### src/rtl/freq_divider_prog.sv
// Runtime-programmable integer clock divider with once-per-period tick.
// A new divisor is staged and applied only at a period boundary or while idle.
//
// state | meaning
// IDLE  | output parked low, pending divisor applied every edge
// RUN   | counting 0..cur_div-1, clk_out high for floor(cur_div/2) cycles
module freq_divider_prog #(
    parameter int CNT_W       = 16,
    parameter int DEFAULT_DIV = 12,
    parameter int ODD_HALF    = 0
) (
    input  logic             clk_in,
    input  logic             rst_n,
    input  logic             en,
    input  logic [CNT_W-1:0] div_in,
    input  logic             div_load,
    output logic             clk_out,
    output logic             tick,
    output logic [CNT_W-1:0] div_cur
);

    typedef enum logic {IDLE, RUN} state_t;

    localparam logic [CNT_W-1:0] DIV_RST = CNT_W'(DEFAULT_DIV);
    localparam logic [CNT_W-1:0] DIV_MIN = CNT_W'(2);
    localparam logic [CNT_W-1:0] ONE     = CNT_W'(1);

    state_t           state, state_nxt;
    logic [CNT_W-1:0] cnt, cnt_nxt;
    logic [CNT_W-1:0] cur_div, cur_div_nxt;
    logic [CNT_W-1:0] pend_div, pend_div_nxt;
    logic [CNT_W-1:0] load_val, half;
    logic             pend_vld, pend_vld_nxt;
    logic             clk_r, clk_r_nxt;
    logic             tick_nxt;
    logic             wrap, apply;

    always_comb begin
        state_nxt    = state;
        cnt_nxt      = '0;
        clk_r_nxt    = 1'b0;
        tick_nxt     = 1'b0;
        apply        = 1'b0;
        cur_div_nxt  = cur_div;
        pend_div_nxt = pend_div;
        pend_vld_nxt = pend_vld;
        load_val     = (div_in < DIV_MIN) ? DIV_MIN : div_in;
        half         = cur_div >> 1;
        wrap         = (cnt == cur_div - ONE);

        case (state)
            IDLE: begin
                apply = 1'b1;
                if (en) begin
                    state_nxt = RUN;
                    clk_r_nxt = 1'b1;
                    tick_nxt  = 1'b1;
                end
            end
            RUN: begin
                if (!en) begin
                    state_nxt = IDLE;
                end else if (wrap) begin
                    apply     = 1'b1;
                    clk_r_nxt = 1'b1;
                    tick_nxt  = 1'b1;
                end else begin
                    cnt_nxt   = cnt + ONE;
                    clk_r_nxt = ((cnt + ONE) < half);
                end
            end
            default: state_nxt = IDLE;
        endcase

        if (div_load) begin
            pend_div_nxt = load_val;
        end
        // A load coinciding with a boundary bypasses the staging register.
        if (apply) begin
            if (div_load) begin
                cur_div_nxt  = load_val;
                pend_vld_nxt = 1'b0;
            end else if (pend_vld) begin
                cur_div_nxt  = pend_div;
                pend_vld_nxt = 1'b0;
            end
        end else if (div_load) begin
            pend_vld_nxt = 1'b1;
        end
    end

    always_ff @(posedge clk_in or negedge rst_n) begin
        if (!rst_n) begin
            state    <= IDLE;
            cnt      <= '0;
            clk_r    <= 1'b0;
            tick     <= 1'b0;
            cur_div  <= DIV_RST;
            pend_div <= '0;
            pend_vld <= 1'b0;
        end else begin
            state    <= state_nxt;
            cnt      <= cnt_nxt;
            clk_r    <= clk_r_nxt;
            tick     <= tick_nxt;
            cur_div  <= cur_div_nxt;
            pend_div <= pend_div_nxt;
            pend_vld <= pend_vld_nxt;
        end
    end

    assign div_cur = cur_div;

    generate
        if (ODD_HALF != 0) begin : g_odd_half
            logic neg_q;
            // Half-cycle stretch of the high phase makes odd divisors exactly 50% duty.
            always_ff @(negedge clk_in or negedge rst_n) begin
                if (!rst_n) begin
                    neg_q <= 1'b0;
                end else begin
                    neg_q <= clk_r;
                end
            end
            assign clk_out = clk_r | (cur_div[0] & neg_q);
        end else begin : g_rise_only
            assign clk_out = clk_r;
        end
    endgenerate

endmodule

### config.mk
export PLATFORM = sky130hd
export DESIGN_NAME = freq_divider_prog
export DESIGN_NICKNAME = d
export VERILOG_FILES = /design/src/rtl/freq_divider_prog.sv
export SDC_FILE = /design/constraint.sdc
export NUM_CORES = 1
export LEC_CHECK = 0
export ABC_AREA = 0
export BUFFER_PORTS_ARGS = -buffer_cell sky130_fd_sc_hd__buf_4
export CAP_MARGIN = 20
export CORE_ASPECT_RATIO = 1.5
export CORE_UTILIZATION = 45
export CTS_BUF_LIST = sky130_fd_sc_hd__clkbuf_4
export DETAILED_ROUTE_END_ITERATION = 10
export GPL_TIMING_DRIVEN = 0
export PLACE_DENSITY = 0.63
export SLEW_MARGIN = 10
export SYNTH_ARGS = -nofsm -noshare
export SYNTH_HDL_FRONTEND = slang
export SYNTH_SLANG_ARGS = --single-unit
### constraint.sdc
create_clock -name clk_in -period 3 [get_ports clk_in]
set_input_delay 0.6 -clock clk_in [delete_from_list [all_inputs] [get_ports clk_in]]
set_output_delay 0.6 -clock clk_in [all_outputs]
set_load 0.02 [all_outputs]
==> summary.md <==
| Metric | Value |
|---|---|
| Setup TNS | 0 ns |
| Final antenna-violating net count | 0 |
| Final net count | 369 |
| Post-route cell area | 3520 um2 |
| Die height | 102 um |
| Final GP Congestion | 0.888 |
| Leakage | 1.60 nW |
| Peak VDD IR | 0.309 mV |
| Pwr Density | 480 nW/um2 |
| Htree depth | 2 |
| Avg WL per Cell | 15.8 um |
| Largest stage delay, worst path | 0.42 ns |
| Worst setup SP type | flop |
| Mean Syn Cell Area | 10.6 um2 |
| Fin crit share | 0.950 |
| Synth Cell Area | 3010 um2 |
| Area contributors post-synth | dfrtp_1 (42%), mux2_2 (12%), ha_1 (6.6%), xor2_1 (4.7%), xnor2_1 (4.4%) |
| Largest net degree at the start of global routing | 53 |
| Worst slew margin | 0.561 |
| Port Buffers | 36 |
| First-pass GRT wire length | 10500 um |
| Syn-to-layout area delta | 16.7% |
| CP Cell Sequence | ha_1 > nand3_1 > nor2_2 > and2_4 > nand2_1 > xnor2_1 > ha_1 > a21o_1 > a211oi_1 > nor2_1 > nor3_1 > nor2_1 > o41a_1 > a21oi_1 |
| Number of global-route vias before repair | 2153 |
| Final core occ | 0.542 |
| # diodes | 0 |
| Placed inst area | 3380 um2 |
| Final-report hold violation count | 0 |
| Synth unique cells | 44 |
| Req. time, crit path | 3.31 ns |
| Final cell count without fillers | 410 |
| Crit path buffers/inverters | 0 |
| Share of cells above drive strength 1 | 0.299 |
| Maximum buffer depth of the clock tree | 2 |
| Total power | 1.69 mW |
| Crit-path leading delay family | compound AO/OA/AOI/OAI gates |
| Post-synth top flop | dfrtp_1 |
| Most frequent cells in the layout | dfrtp_1 (47), buf_4 (43), mux2_2 (31) |
| Final hold slack | 0.233 ns |
| CP arrival | 3.16 ns |
| Worst path slowest cell | dfrtp_1 |
| Asr flop ratio synth | 1.00 |
| Clock sink count | 52 |
| Initial Util | 0.465 |
| Final wirelength | 6480 um |
| CP Depth | 14 |
| Post-synth top area share | 0.415 |
| Status | completed |
| Core area | 6490 um2 |
| Vias | 2234 |
| Critical Path Sink Type | flop |
| CTS Buf Count | 5 |
| CTS tree | yes |
| Highest clock rate | 351 MHz |
| Row cnt | 36 |
| Placed insts | 397 |
| DP Wirelength | 4860 um |
| Die area | 7030 um2 |
| Die width | 68.8 um |
| Period minus WS final | 2.85 ns |
| Synth warn | 0 |
| Most common cell after layout, fill and taps aside | dfrtp_1 |
| Pins Over Slew Limit | 0 |
| Setup-failing EPs final | 0 |
| Cell taking the most area after synthesis | dfrtp_1 |
| 1st-iter DRT viols | 92 |
| Ports | 38 |
| Worst-margin pin slew | 0.659 ns |
| Tot GR Track Use | 0.204 |
| Setup slack after layout | 0.149 ns |
| Worst Skew | 0.0109 ns |
| Worst R2R Path Depth | 14 |
| Clk_lat worst skew | 0.37 ns |
| Drc violations | 0 |
| Root Driver | clkbuf_4 |
| Initial antenna violation count | 0 |
| Seq/Total Area, Yosys | 0.433 |
| Via-per-instance ratio | 5.45 |
| Yosys reg bits | 52 |
| Worst slack, placed | -0.141 ns |
| Setup CP Type | reg2reg |
| Worst-path fanout max | 4 |
| Synth Instances | 285 |
| Number of synthesized flops with an enable pin | 0 |
| Clock slew seen by the registers of the worst setup and hold paths | 0.16 ns |
| Synth Net Count | 321 |
| Initial DRT Pass Iterations | 4 |
| Congestion Overflow GR | 0 |
| HP Class | in2async |
| Max-cap violations | 0 |
[power by group]
group	switching (mW)	internal (mW)
logic	0.257	0.227
registers	0.0961	0.773
clock network	0.232	0.103
[flip-flops by register name, summed over array words and instances, names as in the netlist]
signal    cells
state         1
tick          1
pend_vld      1
div_cur      16
pend_div     16
clk_out       1
cnt          16
[cells by family (layout without fill, tap and decap cells)]
family,count (synthesis),count (layout),share of synthesized area
muxes,31,31,0.116
adders and majority gates,16,16,0.0664
DFF,52,52,0.433
AOI/OAI and AO/OA,33,33,0.0777
and+or+nand+nor,95,95,0.179
buffers and inverters,27,76,0.0386
xor gates and xnor gates,31,31,0.0901
[synthesized netlist by cell type, types with 2 or more instances]
cell type,instances
a21oi_1,6
a32oi_1,2
and3_1,3
buf_6,2
clkbuf_1,5
dfrtp_1,50
dfstp_2,2
ha_1,16
inv_1,19
mux2_2,31
nand2_1,11
nand3_1,9
nand4_1,8
nor2_1,21
nor2b_1,16
nor3_1,8
nor3b_1,2
nor4_1,8
nor4_4,2
o2111ai_1,2
o21a_1,2
o21ai_0,9
xnor2_1,15
xor2_1,16
[layer usage]
layer | wire (um) | track usage | share of wire
met1 | 2750 | 0.252 | 0.42
met5 | 0 | 0 | 0
met3 | 181 | 0.0324 | 0.028
met2 | 3420 | 0.359 | 0.53
met4 | 130 | 0.0597 | 0.020
[timing repair]
item,in CTS,in global routing
setup buffers,1,6
resized for setup,2,9
pin swaps,0,1
hold buffers,0,0
endpoints found under the setup margin,1,1
[area by class of cell]
| class | instances | area, um2 |
|---|---|---|
| well taps | 76 | 95.1 |
| fillers | 618 | 2970 |
| repair buffers | 43 | 323 |
| inverters | 19 | 71.3 |
| flip-flops and latches | 52 | 1310 |
| clock buffers | 6 | 45.0 |
| plain buffers | 6 | 37.5 |
| clock inverters | 2 | 16.3 |
| multi-input cells | 206 | 1620 |
[worst register-to-register path, delay by kind of cell, from the launching register on]
family / cells / cell delay, ns
xor+xnor: 1 / 0.15
compound gates: 4 / 0.97
fa+ha+maj: 2 / 0.40
simple gates: 7 / 0.85
flops: 1 / 0.42
[final timing paths]
path	start	end	slack, ns
max	cnt[1]	clk_out	0.15
min	rst_n	cnt[0]	0.23
max reg2reg	cnt[1]	clk_out	0.15
min reg2reg	cnt[0]	cnt[0]	0.50
max in group asynchronous	rst_n	cnt[2]	2.31
min in group clk_in	en	state	0.34
No activity file was read; power rests on OpenSTA's default activity.
